--- config.mk ---
export PLATFORM = sky130hd
export DESIGN_NAME = factorial_flat
export DESIGN_NICKNAME = d
export VERILOG_FILES = /design/src/rtl/factorial_if.sv /design/src/rtl/factorial.sv /design/src/flat_wrapper.sv
export SDC_FILE = /design/constraint.sdc
export NUM_CORES = 1
export LEC_CHECK = 0
export ABC_AREA = 1
export BUFFER_PORTS_ARGS = -buffer_cell sky130_fd_sc_hd__buf_4
export CORE_MARGIN = 2
export CORE_UTILIZATION = 40
export CTS_CLUSTER_SIZE = 30
export DETAILED_ROUTE_END_ITERATION = 12
export PLACE_DENSITY = 0.57
export SLEW_MARGIN = 0
export SYNTH_ARGS = -nofsm -noshare
export SYNTH_HDL_FRONTEND = slang
export SYNTH_SLANG_ARGS = --single-unit
--- constraint.sdc ---
create_clock -name clk -period 6.55 [get_ports clk]
set_input_delay 1.31 -clock clk [delete_from_list [all_inputs] [get_ports clk]]
set_output_delay 1.31 -clock clk [all_outputs]
set_load 0.005 [all_outputs]
--- src/rtl/factorial_if.sv ---
// rtl/factorial_if.sv - request/result bundle between a factorial requester and the engine
//
// Signals:
//   start     requester -> engine  request a new computation (sampled on rising clk)
//   number    requester -> engine  unsigned operand n, N bits
//   factorial engine -> requester  registered n! modulo 2^OUT_W
//   busy      engine -> requester  high while a computation is running
//   done      engine -> requester  one-cycle pulse marking a fresh result
//   overflow  engine -> requester  true n! of the last result did not fit in OUT_W bits
//
// Modports: master drives the request side, slave (the engine) drives the result side.

interface factorial_if #(
    parameter int N     = 4,
    parameter int OUT_W = 32
);
    logic             start;
    logic [N-1:0]     number;
    logic [OUT_W-1:0] factorial;
    logic             busy;
    logic             done;
    logic             overflow;

    modport master (
        output start,
        output number,
        input  factorial,
        input  busy,
        input  done,
        input  overflow
    );

    modport slave (
        input  start,
        input  number,
        output factorial,
        output busy,
        output done,
        output overflow
    );
endinterface

--- src/rtl/factorial.sv ---
// rtl/factorial.sv - iterative factorial engine, one OUT_W x N multiply per clock
//
// Computes n! by repeated multiplication, counting n down to 1. The operand
// is captured when start is accepted, so later changes on number do not
// disturb a running computation. Results are registered and held until the
// next completion.
//
// Parameters:
//   N      operand width
//   OUT_W  result width (must be >= N)
//
// Ports:
//   clk   rising-edge clock for all state
//   rst   synchronous active-high reset, dominates every other input
//   bus   factorial_if slave modport:
//           start/number           request in
//           factorial/overflow     registered result out
//           busy                   high while in CALC
//           done                   one-cycle completion pulse

module factorial #(
    parameter int N     = 4,
    parameter int OUT_W = 32
) (
    input  logic        clk,
    input  logic        rst,
    factorial_if.slave  bus
);

    // Full-precision product width; the bits above OUT_W reveal overflow.
    localparam int P_W = OUT_W + N;

    localparam logic [N-1:0]     CNT_ONE = N'(1);
    localparam logic [OUT_W-1:0] ACC_ONE = OUT_W'(1);

    typedef enum logic {
        IDLE = 1'b0,
        CALC = 1'b1
    } state_e;

    state_e           state_q, state_d;
    logic [OUT_W-1:0] acc_q, acc_d;
    logic [N-1:0]     cnt_q, cnt_d;
    logic             ovf_int_q, ovf_int_d;
    logic [OUT_W-1:0] fact_q, fact_d;
    logic             ovf_q, ovf_d;
    logic             done_q, done_d;

    logic [P_W-1:0]   prod;
    logic             prod_ovf;

    // Single multiplier, widened so the truncated-away high bits are visible.
    assign prod     = P_W'(acc_q) * P_W'(cnt_q);
    assign prod_ovf = |prod[P_W-1:OUT_W];

    always_ff @(posedge clk) begin
        if (rst) begin
            state_q   <= IDLE;
            acc_q     <= ACC_ONE;
            cnt_q     <= '0;
            ovf_int_q <= 1'b0;
            fact_q    <= '0;
            ovf_q     <= 1'b0;
            done_q    <= 1'b0;
        end else begin
            state_q   <= state_d;
            acc_q     <= acc_d;
            cnt_q     <= cnt_d;
            ovf_int_q <= ovf_int_d;
            fact_q    <= fact_d;
            ovf_q     <= ovf_d;
            done_q    <= done_d;
        end
    end

    always_comb begin
        state_d   = state_q;
        acc_d     = acc_q;
        cnt_d     = cnt_q;
        ovf_int_d = ovf_int_q;
        fact_d    = fact_q;
        ovf_d     = ovf_q;
        done_d    = 1'b0;

        case (state_q)
            IDLE: begin
                if (bus.start) begin
                    cnt_d     = bus.number;
                    acc_d     = ACC_ONE;
                    ovf_int_d = 1'b0;
                    state_d   = CALC;
                end
            end

            CALC: begin
                if (cnt_q > CNT_ONE) begin
                    acc_d = prod[OUT_W-1:0];
                    cnt_d = cnt_q - CNT_ONE;
                    // Sticky: once any partial product wraps, the true n!
                    // cannot fit, even though acc keeps the modulo value.
                    if (prod_ovf) begin
                        ovf_int_d = 1'b1;
                    end
                end else begin
                    // cnt of 0 or 1 finishes with acc unchanged, so 0! = 1! = 1.
                    fact_d  = acc_q;
                    ovf_d   = ovf_int_q;
                    done_d  = 1'b1;
                    state_d = IDLE;
                end
            end

            default: begin
                state_d = IDLE;
            end
        endcase
    end

    assign bus.factorial = fact_q;
    assign bus.overflow  = ovf_q;
    assign bus.done      = done_q;
    assign bus.busy      = (state_q == CALC);

endmodule

--- src/flat_wrapper.sv ---
// flat-port wrapper written by rule: the top's interface ports become plain ports
module factorial_flat 
#(
    parameter int N     = 4,
    parameter int OUT_W = 32
)
  (clk, rst, bus_start, bus_number, bus_factorial, bus_busy, bus_done, bus_overflow);
  factorial_if #(.N(N), .OUT_W(OUT_W)) bus_i ();
  input  logic clk;
  input  logic rst;
  input wire logic [$bits(bus_i.start)-1:0] bus_start;
  input wire logic [$bits(bus_i.number)-1:0] bus_number;
  output wire logic [$bits(bus_i.factorial)-1:0] bus_factorial;
  output wire logic [$bits(bus_i.busy)-1:0] bus_busy;
  output wire logic [$bits(bus_i.done)-1:0] bus_done;
  output wire logic [$bits(bus_i.overflow)-1:0] bus_overflow;
  assign bus_i.start = bus_start;
  assign bus_i.number = bus_number;
  assign bus_factorial = bus_i.factorial;
  assign bus_busy = bus_i.busy;
  assign bus_done = bus_i.done;
  assign bus_overflow = bus_i.overflow;
  factorial #(.N(N), .OUT_W(OUT_W)) u_core (.clk(clk), .rst(rst), .bus(bus_i));
endmodule
After elaboration in Yosys (flattened, before gate mapping). Cells that the tools add are included.

Bits in registers: 72. Output and inout port bits: 35. Word-level logic and storage cells: 34.

Add/subtract/negate cells: 1. $mul: 1. Order comparisons: 1. Eq/ne operators: 3. Muxes and demuxes: 14. Bitwise operators: 2. Reduce and logical (&&, ||, !) cells: 5.

Operator list (count): 32-bit two-way mux (2); 32-bit case mux with 2 select lines (1); 32-bit by 4-bit multiplier with 36-bit output (1); 4-bit two-way mux (2); 4-bit case mux with 2 select lines (1); 1-bit two-way mux (6); 2-bit inequality test, second input constant (3); 4-bit by 1-bit > comparator with 1-bit output, second input constant (1); 1-bit case mux with 2 select lines (2); 2-bit AND reduction (2); 4-bit OR reduction (1); 4-bit by 1-bit subtractor with 4-bit output, second input constant (1); 3-bit AND reduction (1); 1-bit inverter (2); 2-bit OR reduction (1).

Depth between registers and ports, before layout.
Depth after elaboration: 5. Depth in mapped cells: 25. Depth with buffers taken out: 23.

Least setup slack after synthesis. No wires, ideal clock.

Kind: register to register. Start: register u_core.cnt_q[3]. End: register u_core.acc_q[22]. Setup time: 132 ps. Arrival time: 3246 ps. Data required time: 6418 ps. Setup slack: 3172 ps. Stages on the path, launching flop included: 17. Buffers on the path: 2. Clock period less this slack: 3378 ps. Path through: dfxtp_1 buf_2 buf_1 nand2_1 fa_1 inv_1 fa_1 fa_1 nand2_1 nand2_1 nand3_1 nand2_2 a21oi_2 o21bai_1 or2_0 nand3_1 a21oi_1.

Cells in the longest elaborated chain, start to end: 3. Elaborated cells on any way between the ends: 6.

RTL lines: from (decl) (RTL line factorial.sv:43) `logic [N-1:0] cnt_q, cnt_d;`; from (signal assigned) (RTL line factorial.sv:68) `cnt_q <= cnt_d;`; 32-bit by 4-bit multiplier with 36-bit output or 4-bit by 1-bit > comparator with 1-bit output (tied branches) (RTL line factorial.sv:53, factorial.sv:96); 32-bit two-way mux or 2-bit inequality test (tied branches); 32-bit case mux with 2 select lines or 2-bit AND reduction (tied branches); to (signal assigned) (RTL line factorial.sv:59) `acc_q <= ACC_ONE;`; to (signal assigned) (RTL line factorial.sv:67) `acc_q <= acc_d;`; to (decl) (RTL line factorial.sv:42) `logic [OUT_W-1:0] acc_q, acc_d;`.

Parallel ways exist; a longest one is shown, timed or not. The select of a mux whose other input is x is not followed. A chain may end at the register's enable or synchronous reset.

Worst setup path in the final report.
Start: register u_core.cnt_q[1]. End: register u_core.acc_q[26].

Same word-level chain as after synthesis.

==> out/qor.yml <==
status: "completed"
syn2layout_area_growth_pct: 11.0
start_util_pct: 40.9
synth_seq_cells: 72
setup_tns_ns: 0
syn_area_um2: 7370
post_cts_resized: 0
grt_pass1_vias: 6683
placementRows: 49
peakVddDrop_uv: 115
vias_per_cell: 4.78
finalPower_mw: 1.28
post-route-period-util_pct: 61.5
crit_path_end_kind: "flip-flop"
antenna_cells: 0
wl_per_cell_um: 14.2
yosys_warnings: 0
p_leak_nw: 4.76
die_w_um: 140
finalHoldViolations: 0
cts.reportedPaths.clkPinSlew_ns: 0.07
clock-sinks: 72
finClkSkew_ns: 0.00800
yosysSeqAreaShare_pct: 19.6
post-cts-setup-buffers: 0
mappedNetlistNets: 1244
port_buffers: 41
cts_root_buf: "clkbuf_16"
slew_headroom_pct: 25.7
p_per_area_nw_per_um2: 156
arrival_ns: 4.30
num_io_pins: 42
drt_first_pass_iters: 6
critPathLaunchType: "flip-flop"
maxCapViolations: 0
fp.dieArea_um2: 19500
clkLatencyLatePin_ns: 0.36
fillers: 2012
criticalPathCategory: "flip-flop to flip-flop"
routed_wirelength_um: 19800
grt_max_degree: 38
antenna_found_initial: 0
gr-total-overflow: 0
cp_max_fo: 19
fmax_mhz: 248
syn_area_per_cell_um2: 6.49
syn_inst: 1135
setup_viol: 0
num_vias: 6654
drt_iter0_markers: 423
regArea_um2: 1440
clockBufferDepth: 2
period_minus_slack_ns: 4.03
min_path_type: "flip-flop to flip-flop"
ys_types: 38
rsz0062_at_grt: "false"
drtAntennaViolNets: 0
drive_above_1_share_pct: 11.0
grt_use_total_pct: 21.5
grt_pass1_wl_um: 33900
drc: 0
worst_pin_slew_ns: 1.11
core_um2: 18000
cts_buffers: 9
slew_violations: 0
routabilityCongestion: 0.938
htreeDepth: 3
cp.required_ns: 6.83
cts_tree: "built"
hold_buffers: 0
fin_nets: 1267
multi_input_area_um2: 4780
dpl.hpwl_um: 14700
die_h_um: 140
[synthesized netlist by cell type]
cell type | number | area (um2)
nand4_1 | 2 | 12.5
nor3_1 | 8 | 40.0
nand2_2 | 17 | 106
and3_1 | 1 | 6.26
a31oi_1 | 4 | 25.0
o22ai_1 | 1 | 6.26
fa_1 | 60 | 1200
inv_2 | 5 | 18.8
nor2_4 | 3 | 33.8
o21bai_1 | 8 | 60.1
or2_0 | 1 | 6.26
nor3_2 | 2 | 20.0
clkbuf_1 | 20 | 75.1
inv_1 | 261 | 980
nand2_1 | 289 | 1080
buf_1 | 6 | 22.5
buf_4 | 3 | 22.5
dfxtp_1 | 72 | 1440
nand3b_1 | 5 | 37.5
or2_1 | 3 | 18.8
o21ai_2 | 1 | 8.76
o21ai_1 | 5 | 25.0
a21boi_1 | 2 | 15.0
o21ai_0 | 54 | 270
xnor2_1 | 1 | 8.76
nand3_2 | 6 | 60.1
buf_2 | 5 | 25.0
ha_1 | 42 | 526
nor2_1 | 107 | 402
xor2_1 | 2 | 17.5
a21oi_1 | 68 | 340
a21oi_4 | 1 | 16.3
and2_1 | 1 | 6.26
nor2_2 | 9 | 56.3
nand3_1 | 32 | 160
a21o_1 | 6 | 45.0
a21oi_2 | 11 | 96.3
or2_2 | 11 | 68.8
[area by class of cell]
class / count / share of cell area, %
Tap cell: 229 / 3.51
Inverter: 266 / 12.2
Multi-Input combinational cell: 763 / 58.5
Clock inverter: 7 / 1.18
Sequential cell: 72 / 17.6
Timing Repair Buffer: 46 / 4.22
Clock buffer: 9 / 2.76
[stage by stage]
| step | instances | worst slack [ns] | cell area (um2) | utilization, % | hold slack, ns |
|---|---|---|---|---|---|
| 2_1_floorplan | 1135 | 3.17 | 7370 | - | 0.442 |
| 3_3_place_gp | 1376 | 2.62 | 7850 | 43.6 | 0.495 |
| 3_5_place_dp | 1376 | 2.54 | 7850 | 43.6 | 0.497 |
| 4_1_cts | 1392 | 2.50 | 8170 | 45.3 | 0.518 |
| 5_1_grt | 1392 | 2.16 | 8170 | 45.3 | 0.529 |
| 6_report | 1392 | 2.52 | 8170 | 45.3 | 0.511 |
[worst max-delay path, cell delays in order (launching register included)]
cell	delay (ns)
dfxtp_1	0.87
buf_4	0.38
nand2_1	0.08
inv_1	0.09
fa_1	0.39
inv_1	0.09
fa_1	0.38
inv_1	0.07
ha_1	0.28
a21oi_1	0.25
a21boi_1	0.25
nand2_1	0.12
a31oi_1	0.30
or2_1	0.15
nand3_1	0.06
a21oi_1	0.17
[cells by family after synthesis]
logic type | Yosys count | share of synthesized area (%)
adders and majority gates | 102 | 23.4
and+or+nand+nor | 497 | 28.8
buffers and inverters | 300 | 15.5
AOI/OAI and AO/OA | 161 | 12.3
xor gates and xnor gates | 3 | 0.357
DFF | 72 | 19.6
[power breakdown]
group / leakage [nW] / total [mW] / switching, mW / internal, mW
sequential: 0.585 / 0.503 / 0.0320 / 0.471
clock: 0.148 / 0.560 / 0.226 / 0.334
combinational: 4.03 / 0.215 / 0.139 / 0.0759
total: 4.76 / 1.28 / 0.397 / 0.881
[placed cells by master (no fill, tap or decap), drive strengths merged]
cell type,n
clkinvlp,3
nand3,38
clkbuf,9
a21o,6
o22ai,1
dfxtp,72
ha,42
fa,60
clkinv,2
xnor2,1
nand4,2
and2,1
xor2,2
bufinv,2
nand3b,5
nor2,119
buf,46
nand2,306
nor3,10
a31oi,4
or2,15
a21oi,80
o21bai,8
inv,266
o21ai,60
and3,1
a21boi,2
[flip-flops by register name, indices dropped and copies added (netlist names)]
register / cells
u_core.bus.done: 1
u_core.cnt_q: 4
u_core.ovf_int_q: 1
u_core.acc_q: 32
u_core.bus.factorial: 32
u_core.bus.busy: 1
u_core.bus.overflow: 1
[layer usage]
metal / global-route usage (%) / vias up / routed length (um)
li1: - / 3452 / -
met1: 29.4 / 3081 / 9760
met2: 35.5 / 101 / 9080
met3: 3.41 / 20 / 672
met4: 5.47 / 0 / 304
met5: 0 / - / 0
[path summary, 6_finish.rpt]
| check | startpoint | endpoint | slack (ns) | depth (start not counted) |
|---|---|---|---|---|
| setup / recovery | u_core.cnt_q[1] | u_core.acc_q[26] | 2.52 | 15 |
| hold / removal | u_core.bus.factorial[12] | u_core.bus.factorial[12] | 0.51 | 2 |
| setup reg to reg | u_core.cnt_q[1] | u_core.acc_q[26] | 2.52 | 15 |
| hold reg to reg | u_core.bus.factorial[12] | u_core.bus.factorial[12] | 0.51 | 2 |
Power figures use the tool's default switching activity.
